File: config.mk
export PLATFORM = sky130hd
export DESIGN_NAME = uart_tx_arbiter_flat
export DESIGN_NICKNAME = d
export VERILOG_FILES = /design/src/rtl/uart_tx_arbiter_if.sv /design/src/rtl/uart_tx_arbiter.sv /design/src/flat_wrapper.sv
export SDC_FILE = /design/constraint.sdc
export NUM_CORES = 1
export LEC_CHECK = 0
export ABC_AREA = 0
export CAP_MARGIN = 10
export CORE_ASPECT_RATIO = 2
export CORE_MARGIN = 2
export CORE_UTILIZATION = 28
export CTS_BUF_LIST = sky130_fd_sc_hd__clkbuf_4 sky130_fd_sc_hd__clkbuf_8
export CTS_CLUSTER_DIAMETER = 60
export DETAILED_ROUTE_END_ITERATION = 8
export PLACE_DENSITY = 0.67
export SYNTH_ARGS = -nofsm -noshare
export SYNTH_HDL_FRONTEND = slang
export SYNTH_SLANG_ARGS = --single-unit
File: constraint.sdc
create_clock -name clk -period 1.78 [get_ports clk]
set_input_delay 0.534 -clock clk [delete_from_list [all_inputs] [get_ports clk]]
set_output_delay 0.534 -clock clk [all_outputs]
set_load 0.02 [all_outputs]
File: src/rtl/uart_tx_arbiter_if.sv
// uart_tx_arbiter_if: requester bus plus the UART transmitter handshake.
// The master side is the arbiter. The slave side is the environment,
// which contains the requesters and the transmitter.
// timeout_err is present only when UART_ARB_TIMEOUT_EN is defined.
interface uart_tx_arbiter_if #(
  parameter int N_REQ = 4,
  parameter int ID_W  = $clog2(N_REQ)
);
  logic [N_REQ-1:0]   req;
  logic [8*N_REQ-1:0] req_data;
  logic [N_REQ-1:0]   ack;
  logic               busy;
  logic [ID_W-1:0]    grant_id;
  logic               tx_send;
  logic [7:0]         tx_data;
  logic               tx_active_flag;
  logic               tx_done_flag;
`ifdef UART_ARB_TIMEOUT_EN
  logic               timeout_err;
`endif

  modport master (
    input  req, req_data, tx_active_flag, tx_done_flag,
    output ack, busy, grant_id, tx_send, tx_data
`ifdef UART_ARB_TIMEOUT_EN
    , output timeout_err
`endif
  );

  modport slave (
    output req, req_data, tx_active_flag, tx_done_flag,
    input  ack, busy, grant_id, tx_send, tx_data
`ifdef UART_ARB_TIMEOUT_EN
    , input timeout_err
`endif
  );
endinterface

File: src/rtl/uart_tx_arbiter.sv
// uart_tx_arbiter: round-robin sharing of one UART transmitter between
// N_REQ byte requesters.
//
// Optional watchdog: define UART_ARB_TIMEOUT_EN. When it is defined, a frame
// that is not finished within TIMEOUT_CYCLES is abandoned. The block then
// pulses timeout_err and issues no ack.
//
// state     | meaning
// ----------+-----------------------------------------------------------
// IDLE      | no frame in flight; arbitrate among pending requests
// LAUNCH    | tx_send high; wait for the transmitter to report active
// WAIT_DONE | frame in flight; wait for a rising edge of tx_done_flag
module uart_tx_arbiter #(
  parameter int N_REQ          = 4,
  parameter int ID_W           = $clog2(N_REQ),
  parameter int TIMEOUT_CYCLES = 2**20
) (
  input logic             clk,
  input logic             rst,
  uart_tx_arbiter_if.master bus
);

  // Elaboration-time guard against illegal parameter combinations.
  generate
    if (N_REQ < 2 || N_REQ > 16 || ID_W < $clog2(N_REQ) || TIMEOUT_CYCLES < 1) begin : g_param_err
      $error("uart_tx_arbiter: illegal parameter combination");
    end
  endgenerate

  typedef enum logic [1:0] {
    IDLE      = 2'd0,
    LAUNCH    = 2'd1,
    WAIT_DONE = 2'd2
  } state_t;

  state_t           state, state_nxt;
  logic [ID_W-1:0]  last, last_nxt;
  logic [ID_W-1:0]  grant_id_q, grant_nxt;
  logic [7:0]       tx_data_q, tx_data_nxt;
  logic [N_REQ-1:0] ack_q, ack_nxt;
  logic             done_q;
  logic             done_rise;
  logic             tx_send_c;

  logic             found;
  logic [ID_W-1:0]  sel;
  logic [7:0]       sel_byte;

  // The done flag may already be high when WAIT_DONE is entered.
  // Only a 0->1 transition seen against done_q counts as completion.
  assign done_rise = bus.tx_done_flag & ~done_q;

  // Round-robin search. Requesters above 'last' are searched first,
  // then requesters from 0 up to 'last', so the most recently served
  // requester is searched last.
  always_comb begin
    found    = 1'b0;
    sel      = '0;
    sel_byte = 8'h00;
    for (int i = 0; i < N_REQ; i++) begin
      if (!found && (i > int'(last)) && bus.req[i]) begin
        found    = 1'b1;
        sel      = ID_W'(i);
        sel_byte = bus.req_data[8*i +: 8];
      end
    end
    for (int i = 0; i < N_REQ; i++) begin
      if (!found && (i <= int'(last)) && bus.req[i]) begin
        found    = 1'b1;
        sel      = ID_W'(i);
        sel_byte = bus.req_data[8*i +: 8];
      end
    end
  end

`ifdef UART_ARB_TIMEOUT_EN
  localparam int TMO_W = $clog2(TIMEOUT_CYCLES + 1);

  logic [TMO_W-1:0] tmo_cnt;
  logic             tmo_hit;
  logic             tmo_err_q, tmo_err_nxt;

  // The counter reads 0 in the first LAUNCH cycle. The error is registered,
  // so it shows TIMEOUT_CYCLES cycles after LAUNCH entry, in the same cycle
  // that the FSM is back in IDLE.
  assign tmo_hit = (state != IDLE) && (tmo_cnt == TMO_W'(TIMEOUT_CYCLES - 1));

  // Watchdog counter: held at zero while idle, counts while a frame is open.
  always_ff @(posedge clk or posedge rst) begin
    if (rst) begin
      tmo_cnt <= '0;
    end else if (state == IDLE) begin
      tmo_cnt <= '0;
    end else begin
      tmo_cnt <= tmo_cnt + TMO_W'(1);
    end
  end

  // Registered one-cycle timeout pulse.
  always_ff @(posedge clk or posedge rst) begin
    if (rst) begin
      tmo_err_q <= 1'b0;
    end else begin
      tmo_err_q <= tmo_err_nxt;
    end
  end

  assign bus.timeout_err = tmo_err_q;
`endif

  // Next-state, grant capture and ack generation.
  always_comb begin
    state_nxt   = state;
    last_nxt    = last;
    grant_nxt   = grant_id_q;
    tx_data_nxt = tx_data_q;
    ack_nxt     = '0;
    tx_send_c   = 1'b0;
`ifdef UART_ARB_TIMEOUT_EN
    tmo_err_nxt = 1'b0;
`endif
    case (state)
      IDLE: begin
        if (found) begin
          grant_nxt   = sel;
          tx_data_nxt = sel_byte;
          state_nxt   = LAUNCH;
        end
      end
      LAUNCH: begin
        tx_send_c = 1'b1;
        if (bus.tx_active_flag) begin
          state_nxt = WAIT_DONE;
        end
      end
      WAIT_DONE: begin
        if (done_rise) begin
          for (int i = 0; i < N_REQ; i++) begin
            if (grant_id_q == ID_W'(i)) begin
              ack_nxt[i] = 1'b1;
            end
          end
          last_nxt  = grant_id_q;
          state_nxt = IDLE;
        end
      end
      default: begin
        state_nxt = IDLE;
      end
    endcase
`ifdef UART_ARB_TIMEOUT_EN
    // If the frame completes in the same cycle as the timeout, the
    // completion wins and the requester still gets its ack.
    if (tmo_hit && !((state == WAIT_DONE) && done_rise)) begin
      state_nxt   = IDLE;
      last_nxt    = grant_id_q;
      tmo_err_nxt = 1'b1;
    end
`endif
  end

  // State register.
  always_ff @(posedge clk or posedge rst) begin
    if (rst) begin
      state <= IDLE;
    end else begin
      state <= state_nxt;
    end
  end

  // Priority pointer, grant/data latches, ack pulse and the done-edge history.
  always_ff @(posedge clk or posedge rst) begin
    if (rst) begin
      last       <= ID_W'(N_REQ - 1);
      grant_id_q <= '0;
      tx_data_q  <= 8'h00;
      ack_q      <= '0;
      done_q     <= 1'b0;
    end else begin
      last       <= last_nxt;
      grant_id_q <= grant_nxt;
      tx_data_q  <= tx_data_nxt;
      ack_q      <= ack_nxt;
      done_q     <= bus.tx_done_flag;
    end
  end

  assign bus.ack      = ack_q;
  assign bus.busy     = (state != IDLE);
  assign bus.grant_id = grant_id_q;
  assign bus.tx_send  = tx_send_c;
  assign bus.tx_data  = tx_data_q;

endmodule

File: src/flat_wrapper.sv
// flat-port wrapper written by rule: the top's interface ports become plain ports
module uart_tx_arbiter_flat 
#(
  parameter int N_REQ          = 4,
  parameter int ID_W           = $clog2(N_REQ),
  parameter int TIMEOUT_CYCLES = 2**20
)
  (clk, rst, bus_req, bus_req_data, bus_tx_active_flag, bus_tx_done_flag, bus_ack, bus_busy, bus_grant_id, bus_tx_send, bus_tx_data);
  uart_tx_arbiter_if #(.N_REQ(N_REQ), .ID_W(ID_W)) bus_i ();
  input logic clk;
  input logic rst;
  input wire logic [$bits(bus_i.req)-1:0] bus_req;
  input wire logic [$bits(bus_i.req_data)-1:0] bus_req_data;
  input wire logic [$bits(bus_i.tx_active_flag)-1:0] bus_tx_active_flag;
  input wire logic [$bits(bus_i.tx_done_flag)-1:0] bus_tx_done_flag;
  output wire logic [$bits(bus_i.ack)-1:0] bus_ack;
  output wire logic [$bits(bus_i.busy)-1:0] bus_busy;
  output wire logic [$bits(bus_i.grant_id)-1:0] bus_grant_id;
  output wire logic [$bits(bus_i.tx_send)-1:0] bus_tx_send;
  output wire logic [$bits(bus_i.tx_data)-1:0] bus_tx_data;
  assign bus_i.req = bus_req;
  assign bus_i.req_data = bus_req_data;
  assign bus_i.tx_active_flag = bus_tx_active_flag;
  assign bus_i.tx_done_flag = bus_tx_done_flag;
  assign bus_ack = bus_i.ack;
  assign bus_busy = bus_i.busy;
  assign bus_grant_id = bus_i.grant_id;
  assign bus_tx_send = bus_i.tx_send;
  assign bus_tx_data = bus_i.tx_data;
  uart_tx_arbiter #(.N_REQ(N_REQ), .ID_W(ID_W), .TIMEOUT_CYCLES(TIMEOUT_CYCLES)) u_core (.clk(clk), .rst(rst), .bus(bus_i));
endmodule
## Yosys cells after proc, flatten, opt, wreduce, memory -nomap -nowiden

Cells that the tools add are included.
W data, S select, Z words.

| cells by class | value |
|---|---|
| order comparisons | 6 |
| equality and inequality tests | 8 |
| mux-type cells | 32 |
| bitwise operators | 2 |
| reductions and logical operators | 24 |

Operators by type and width:

| operator | number |
|---|---|
| $mux W8 | 7 |
| $mux W2 | 9 |
| $mux W1 | 13 |
| $logic_and A1 B1 Y1 | 12 |
| $mux W4 | 2 |
| $eq A2 B2 Y1 const B | 3 |
| $logic_not A1 Y1 | 6 |
| $pmux W2 S3 | 1 |
| $eq A2 B1 Y1 const B | 2 |
| $gt A2 B2 Y1 const A | 2 |
| $le A2 B2 Y1 const A | 2 |
| $logic_not A2 Y1 | 2 |
| $ne A2 B1 Y1 const B | 2 |
| $reduce_and A2 Y1 | 2 |
| $reduce_and A3 Y1 | 1 |
| $gt A1 B2 Y1 const A | 1 |
| $le A1 B2 Y1 const A | 1 |
| $ne A2 B2 Y1 const B | 1 |
| $reduce_bool A2 Y1 | 1 |
| $and A1 B1 Y1 | 1 |
| $not A1 Y1 | 1 |

| word-level totals | value |
|---|---|
| bits in registers | 19 |
| input port bits | 40 |
| output and inout port bits | 16 |

## Longest topological paths before layout

| logic depth | value |
|---|---|
| depth in word-level cells | 28 |
| mapped depth | 6 |
| gate-level depth less buffers | 5 |

## Least setup slack after synthesis

No wires, ideal clock.

| timing path | value |
|---|---|
| path type | input port to flip-flop |
| start | input port bus_req[2] |
| end | register u_core.tx_data_q[7], in the netlist u_core.bus.tx_data[7] |
| setup time | 0.126 ns |
| data arrival time | 1.718 ns |
| data required time | 1.654 ns |
| path slack | -0.064 ns |
| stages | 6 |
| buffers on the path | 1 |
| cells stage by stage | buf_2 -> inv_1 -> a21o_1 -> and2_4 -> a221o_1 -> a221o_1 |

| on the way | value |
|---|---|
| cells in the longest elaborated chain, start to end | 22 |
| elaborated cells between the ends (all ways) | 28 |
| those cells by class | mux: 12; reduce/logical: 16 |

Ends and longest elaborated chain:

| element | line | source |
|---|---|---|
| start: declaration | flat_wrapper.sv:12 | `input wire logic [$bits(bus_i.req)-1:0] bus_req;` |
| $logic_and A1 B1 Y1 | uart_tx_arbiter.sv:61 | `if (!found && (i > int'(last)) && bus.req[i]) begin` |
| $mux W1 | uart_tx_arbiter.sv:61 |  |
| $logic_not A1 Y1 | uart_tx_arbiter.sv:61 |  |
| $logic_and A1 B1 Y1 (2 in a row) | uart_tx_arbiter.sv:61 |  |
| $mux W1 | uart_tx_arbiter.sv:61 |  |
| $logic_not A1 Y1 | uart_tx_arbiter.sv:68 | `if (!found && (i <= int'(last)) && bus.req[i]) begin` |
| $logic_and A1 B1 Y1 | uart_tx_arbiter.sv:68 |  |
| $mux W1 | uart_tx_arbiter.sv:68 |  |
| [3 not listed] | -- |  |
| $mux W1 | uart_tx_arbiter.sv:68 |  |
| $logic_not A1 Y1 | uart_tx_arbiter.sv:68 |  |
| $logic_and A1 B1 Y1 (2 in a row) | uart_tx_arbiter.sv:68 |  |
| $mux W1 | uart_tx_arbiter.sv:68 |  |
| $logic_not A1 Y1 | uart_tx_arbiter.sv:68 |  |
| $logic_and A1 B1 Y1 (2 in a row) | uart_tx_arbiter.sv:68 |  |
| $mux W1 | uart_tx_arbiter.sv:68 |  |
| $reduce_and A2 Y1 (no source line) | -- |  |
| end signal: assignment | uart_tx_arbiter.sv:182 | `tx_data_q <= tx_data_nxt;` |
| end: declaration | uart_tx_arbiter.sv:39 | `logic [7:0] tx_data_q, tx_data_nxt;` |

Several ways; a longest one is shown, not always the timed one.
A chain may end at the register's enable or synchronous reset.

## Worst setup path after layout

| timing path | value |
|---|---|
| start | register u_core.last[0] |
| end | register u_core.tx_data_q[5], in the netlist u_core.bus.tx_data[5] |

| on the way | value |
|---|---|
| cells in the longest elaborated chain, start to end | 27 |
| elaborated cells between the ends (all ways) | 39 |
| those cells by class | order compare: 6; mux: 14; reduce/logical: 19 |

Ends and longest elaborated chain:

| element | line | source |
|---|---|---|
| start: declaration | uart_tx_arbiter.sv:37 | `logic [ID_W-1:0] last, last_nxt;` |
| start signal: assignment | uart_tx_arbiter.sv:174 | `last <= ID_W'(N_REQ - 1);` |
| start signal: assignment | uart_tx_arbiter.sv:180 | `last <= last_nxt;` |
| $gt A1 B2 Y1 | uart_tx_arbiter.sv:61 |  |
| $logic_and A1 B1 Y1 | uart_tx_arbiter.sv:61 |  |
| $mux W1 | uart_tx_arbiter.sv:61 |  |
| $logic_not A1 Y1 | uart_tx_arbiter.sv:61 |  |
| $logic_and A1 B1 Y1 (2 in a row) | uart_tx_arbiter.sv:61 |  |
| $mux W1 | uart_tx_arbiter.sv:61 |  |
| $logic_not A1 Y1 | uart_tx_arbiter.sv:61 |  |
| $logic_and A1 B1 Y1 (2 in a row) | uart_tx_arbiter.sv:61 |  |
| [7 not listed] | -- |  |
| $mux W1 | uart_tx_arbiter.sv:68 |  |
| $logic_not A1 Y1 | uart_tx_arbiter.sv:68 |  |
| $logic_and A1 B1 Y1 (2 in a row) | uart_tx_arbiter.sv:68 |  |
| $mux W1 | uart_tx_arbiter.sv:68 |  |
| $logic_not A1 Y1 | uart_tx_arbiter.sv:68 |  |
| $logic_and A1 B1 Y1 (2 in a row) | uart_tx_arbiter.sv:68 |  |
| $mux W1 | uart_tx_arbiter.sv:68 |  |
| $reduce_and A2 Y1 (no source line) | -- |  |

Several ways; a longest one is shown, not always the timed one.

==> flow_summary_export.csv <==
group,metric,value,unit
pwr,power_density,1320,mW/mm^2
floorplan,die_x,54.1,um
outcome,status,"complete, but fails checks",
flow_run,cap_violations,0,
grt,grt_overflow,0,
logic_synthesis,synth_nets,200,
logic_synthesis,ys_types,43,
sta,slew_headroom,80.1,%
place,place_area,0.00222,mm^2
drt,drt_iter0_drc,38,
sta,skew,5.71,ps
logic_synthesis,synth_flop_cell,"dfrtp_1",
floorplan,core_region_area,0.00486,mm^2
clocking,hold_buffers,0,
setup_path,worstReg2RegStart,"u_core.last[0]$_DFFE_PP1P_",
clocking,clk_latency,270,ps
sta,hold_viol,0,
floorplan,floorplan.rows,36,
logic_synthesis,synth_area_leaders,"dfrtp_1 (30%), a221o_1 (5.7%), nand2_1 (4.5%)",
setup_path,timing.rr.end,"u_core.bus.tx_data[5]$_DFFE_PP0P_",
place,hpwl,4.04,mm
logic_synthesis,async_flop_share,100,%
logic_synthesis,yosysTopAreaCell,"dfrtp_1",
hold_path,hold_class,"reg2reg",
pwr,intPower,1.82,mW
setup_path,r2r_setup_slack,-60,ps
sta,drv_slew,0,
place,io_buffers,55,
grt,grt_max_degree,20,
setup_path,endpoint_kind,"flop",
place,gp_congestion,0.933,
grt,grt_pass1_vias,1792,
clocking,htreeDepth,1,
setup_path,cp_common_cell,"a221o_1",
cells_and_area,multiInputGateArea,876,um^2
logic_synthesis,yosysTopAreaCellShare,30.2,%
drt,postRouteAntennaNets,0,
logic_synthesis,avgSynthCellArea,8.79,um^2
cells_and_area,design_area,0.00236,mm^2
outcome,violations,"setup timing",
floorplan,start_util,28.9,%
setup_path,ff2ff_path_depth,6,
floorplan,dieArea,0.00564,mm^2
setup_path,worstSetupStartpoint,"u_core.last[0]$_DFFE_PP1P_",
cells_and_area,nNetsFinal,290,
drt,drc,0,
logic_synthesis,ys_seq_area_share,34.0,%
setup_path,cp-start-kind,"flop",
pwr,p_total,3.12,mW
clocking,numCtsBuffers,3,
sta,rsz0062_at_grt,"true",
setup_path,critPathArrivalTime,1990,ps
cells_and_area,drive_gt1_share,28.5,%
grt,grt_pass1_wl,8.25,mm
pwr,pwr-share-comb,66.0,%
logic_synthesis,syn-instance-count,160,
clocking,clk_path_buf_depth,2,
setup_path,slowest_delay,610,ps
pwr,ir_drop,0.821,mV
logic_synthesis,netlist_area,0.00141,mm^2
drt,routedWlPerCell,17.2,um
floorplan,pin_count,56,
drt,drt_pass1_iterations,5,
cells_and_area,seqCellArea,478,um^2
cells_and_area,num_antenna_cells,0,
cells_and_area,post-route-util,48.5,%
hold_path,min_from,"u_core.bus.grant_id[1]$_DFFE_PP0P_",
logic_synthesis,synth_edf_count,0,
hold_path,worstHoldEndpoint,"u_core.bus.ack[1]$_DFF_PP0_",
setup_path,crit_path_max_fanout,10,
clocking,cts-root-buf,"clkbuf_8",
grt,antenna_found_initial,0,
logic_synthesis,yosysWarnings,0,
sta,tns,-175,ps
clocking,clkTransAtPathRegs,80,ps
hold_path,whs_path_depth,2,
logic_synthesis,ys_seq_elements,19,
sta,setup_ws,-58.0,ps
clocking,clkSinkCount,19,
setup_path,critical_path_required,1930,ps
sta,fin_crit,1840,ps
clocking,tritoncts,"yes",
drt,vias,1697,
cells_and_area,syn2layout_area_growth,67.6,%
cells_and_area,n_fill_cell,479,
drt,via_per_inst,5.55,
pwr,switching_share,41.5,%
sta,fmax,544,MHz
sta,min_period_over_period,103,%
pwr,p_switching,1.29,mW
floorplan,die_h,104,um
setup_path,path_cells,"buf_12 -> and3b_1 -> a31oi_1 -> o21ai_1 -> a221o_1 -> a221o_1",
grt,grtUsageTotal,19.9,%
setup_path,crit_type,"reg2reg",
sta,hold_slack,578,ps
setup_path,crit_slowest_cell,"dfstp_2",
pwr,pwr-share-clk,10.3,%
pwr,leakage,1.10,nW
pwr,seq_power_share,23.6,%
sta,setup_viol,4,
drt,wl,5.26,mm
sta,worstMarginPinSlew,299,ps
-- power by group through the flow --
stage	sequential [mW]	clock [mW]	combinational (mW)
final	0.737	0.322	2.06
after global routing	0.755	0.342	2.23
after CTS	0.732	0.324	2.00
after detailed placement	0.747	0	1.97
after global placement	0.751	0	1.94
after floorplan	0.865	0	0.992
-- sequential cells by signal (all words and copies together) (netlist names) --
name and count:
u_core.bus.ack 4, u_core.bus.grant_id 2, u_core.bus.tx_data 8, u_core.last 2, u_core.done_q 1, u_core.state 2
-- cells by family after synthesis --
kind of cell	after synthesis	synth area share [%]
compound gates	67	34.5
flops	19	34.0
simple gates	58	24.0
buf+inv	16	7.47
-- worst max-delay path, delay by kind of cell (launching register included) --
family,cells,cell delay [ps]
AO/OA/AOI/OAI,4,810
buffers and inverters,1,140
AND/OR/NAND/NOR,1,170
flip-flops,1,610
-- what timing repair did --
item | in CTS | in global routing
resized for setup | 34 | 20
pin swaps | 2 | 4
endpoints found under the setup margin | 15 | 16
buffers inserted | 3 | 3
-- cell usage after synthesis, types with 2 or more instances --
cell type	count
dfrtp_1	17
nand2_1	17
a21oi_1	12
o21ai_0	10
a221o_1	8
nor2_1	7
a221oi_1	6
inv_1	6
and3_1	5
nand2b_1	5
o22ai_1	5
a22o_1	4
a31oi_1	4
and3b_1	4
nand3_1	4
nand3b_1	4
o21a_1	4
o31ai_1	4
buf_6	3
clkbuf_1	3
nor2b_1	3
a21o_1	2
clkbuf_8	2
dfstp_2	2
-- how the worst max path moves through the flow --
stage               slack (ps)  cells past startpoint                           endpoint
global placement          -650                      7  u_core.bus.tx_data[1]$_DFFE_PP0P_
floorplan                   -2                      6  u_core.bus.tx_data[7]$_DFFE_PP0P_
global route              -130                      6  u_core.bus.tx_data[1]$_DFFE_PP0P_
CTS                        -50                      6  u_core.bus.tx_data[7]$_DFFE_PP0P_
detailed placement        -700                      6  u_core.bus.tx_data[7]$_DFFE_PP0P_
finish                     -60                      6  u_core.bus.tx_data[5]$_DFFE_PP0P_
-- final cells by class --
type,instances,share of cell area (%)
inverters,6,0.955
flip-flops and latches,19,20.3
multi-input cells,125,37.2
clock inverters,1,0.212
repair buffers,95,36.6
clock buffers,3,1.75
well taps,57,3.03
-- cells in the final DEF (no fill, tap or decap), types with 6 or more instances in the layout --
cell type,netlist,layout
a21oi_1,12,10
a221o_1,8,8
a221oi_1,6,6
buf_4,0,37
clkdlybuf4s50_1,0,39
dfrtp_1,17,17
dlymetal6s2s_1,0,6
inv_1,6,6
nand2_1,17,15
-- per-layer routing --
metal  up-vias  part of all wire (%)  GRT usage [%]
met5         -                     0              0
li1        786                     -              -
met4         0                   5.0           11.1
met2        80                    55           36.3
met1       809                    34           20.0
met3        22                   5.3           2.44
-- through the flow --
stage	cells	setup slack [ps]
final	306	-58.0
after global routing	306	-132
after CTS	303	-46.2
after detailed placement	296	-704
after global placement	296	-649
after floorplan	160	-2.10
Power figures use the tool's default switching activity.
==> RTL edit, RTL diff (same flow settings) <==
`N_REQ` is set to 4 in 3 places; all go to 8.
--- a/src/rtl/uart_tx_arbiter_if.sv
+++ b/src/rtl/uart_tx_arbiter_if.sv
@@ -3,7 +3,7 @@
 // which contains the requesters and the transmitter.
 // timeout_err is present only when UART_ARB_TIMEOUT_EN is defined.
 interface uart_tx_arbiter_if #(
-  parameter int N_REQ = 4,
+  parameter int N_REQ = 8,
   parameter int ID_W  = $clog2(N_REQ)
 );
   logic [N_REQ-1:0]   req;
--- a/src/rtl/uart_tx_arbiter.sv
+++ b/src/rtl/uart_tx_arbiter.sv
@@ -11,7 +11,7 @@
 // LAUNCH    | tx_send high; wait for the transmitter to report active
 // WAIT_DONE | frame in flight; wait for a rising edge of tx_done_flag
 module uart_tx_arbiter #(
-  parameter int N_REQ          = 4,
+  parameter int N_REQ          = 8,
   parameter int ID_W           = $clog2(N_REQ),
   parameter int TIMEOUT_CYCLES = 2**20
 ) (
--- a/src/flat_wrapper.sv
+++ b/src/flat_wrapper.sv
@@ -1,7 +1,7 @@
 // flat-port wrapper written by rule: the top's interface ports become plain ports
 module uart_tx_arbiter_flat 
 #(
-  parameter int N_REQ          = 4,
+  parameter int N_REQ          = 8,
   parameter int ID_W           = $clog2(N_REQ),
   parameter int TIMEOUT_CYCLES = 2**20
 )
Interface: changed (resized bus_ack, bus_grant_id, bus_req and bus_req_data); port bits go from 56 to 97. No check against the original RTL was run, so the function may have changed too.
==> RTL edit against the unedited design <==
  * The run still ends with negative setup slack left
  * Via count is 140% higher
  * Routed wire length grew to 2.9 times the old value
  * Power up 120%
  * Sequential cell count increased by 6
  * Fmax down 21%
  * Setup slack got worse by 0.48 ns
  * Area after synthesis grew 96%
  * Design area increased by 130%
  * Final cell count increased by 130%
==> RTL edit: results (changes against the unedited design) <==
setup TNS -5.588 ns (was -0.1749 ns); hpwl dp 12.08 mm (was 4.042 mm); Post-Layout Cell Count 719 (was 306); Place WS -1.088 ns (was -0.7037 ns); grt met3 use 0.02997 (was 0.02443); share of cells above drive strength 1 0.3952 (was 0.2851); Setup crit end u_core.bus.tx_data[0] (was u_core.bus.tx_data[5]); Placer Congestion 1.058 (was 0.9329); worst vdd ir 0.5940 mV (was 0.8211 mV); Core Util, Final 0.5519 (was 0.4846); grt met2 use 0.5216 (was 0.3632); top fanout value on the critical path 7 (was 10); met1 Use GR 0.2893 (was 0.2004); Critical path origin u_core.last[2] (was u_core.last[0]); clk_lat worst skew 0.30 ns (was 0.27 ns); initial drt markers 353 (was 38); vias in the first global route 4,199 (was 1,792); cell count after placement 690 (was 296); Seq. pwr 0.000943 W (was 0.000737 W); Final Skew 0.01499 ns (was 0.005709 ns); worst-case hold path end point u_core.bus.tx_data[5] (was u_core.bus.ack[1]); failing checks negative setup slack (unchanged); worst-margin pin slew 0.6353 ns (was 0.2986 ns); reg2reg start u_core.last[2] (was u_core.last[0]); met3 wire length 747 um (was 280 um); gr usage total 0.2820 (was 0.1993); post-layout worst setup margin -0.5384 ns (was -0.05804 ns); Fillers 974 (was 479); dominant cells by area after synthesis dfrtp_1 20%, a21oi_1 5.1%, nor2_1 5.0% (was dfrtp_1 30%, a221o_1 5.7%, nand2_1 4.5%); nets@finish 664 (was 290); Port Buf Inserts 96 (was 55); outcome finished with violations (unchanged); WP data arrival 2.54 ns (was 1.99 ns); Final setup viols 12 (was 4); M1 wire length 5.153 mm (was 1.805 mm); hold_ws 0.5508 ns (was 0.5776 ns); Post-synth top cells 37 x nor2_1, 29 x nand2_1, 28 x a21oi_1 (was 17 x dfrtp_1, 17 x nand2_1, 12 x a21oi_1); PD cells 1273 mW/mm^2 (was 1322 mW/mm^2); drt wl/cell 20.91 um (was 17.18 um)
RTL edit: changes by cell type after synthesis, moves of 7 or more:
cell	before	now
nand2_1	17	29
inv_1	6	17
nor2_1	7	37
nor3_1	1	9
o21ai_0	10	17
a21oi_1	12	28
a31oi_1	4	11
a211o_1	0	8
RTL edit: cell type report:
class,count,area share
well taps,132,0.03086
inverters,17,0.01192
clock buffers,3,0.007714
multi-input cells,298,0.4350
repair buffers,243,0.3953
flip-flops and latches,25,0.1176
clock inverters,1,0.001636
RTL edit: cells by family (layout without fill, tap and decap cells):
group / count (synthesis) / after routing / share of synthesized area
buf+inv: 32 / 264 / 0.05751
compound gates: 152 / 152 / 0.4203
mux: 7 / 7 / 0.02627
simple gates: 138 / 139 / 0.2681
flops: 25 / 25 / 0.2278
RTL edit: what timing repair did:
item | CTS | global route
setup endpoints to repair | 27 | 18
resized for setup | 85 | 24
setup buffers | 21 | 3
gates cloned | 1 | 0
pin swaps | 21 | 15
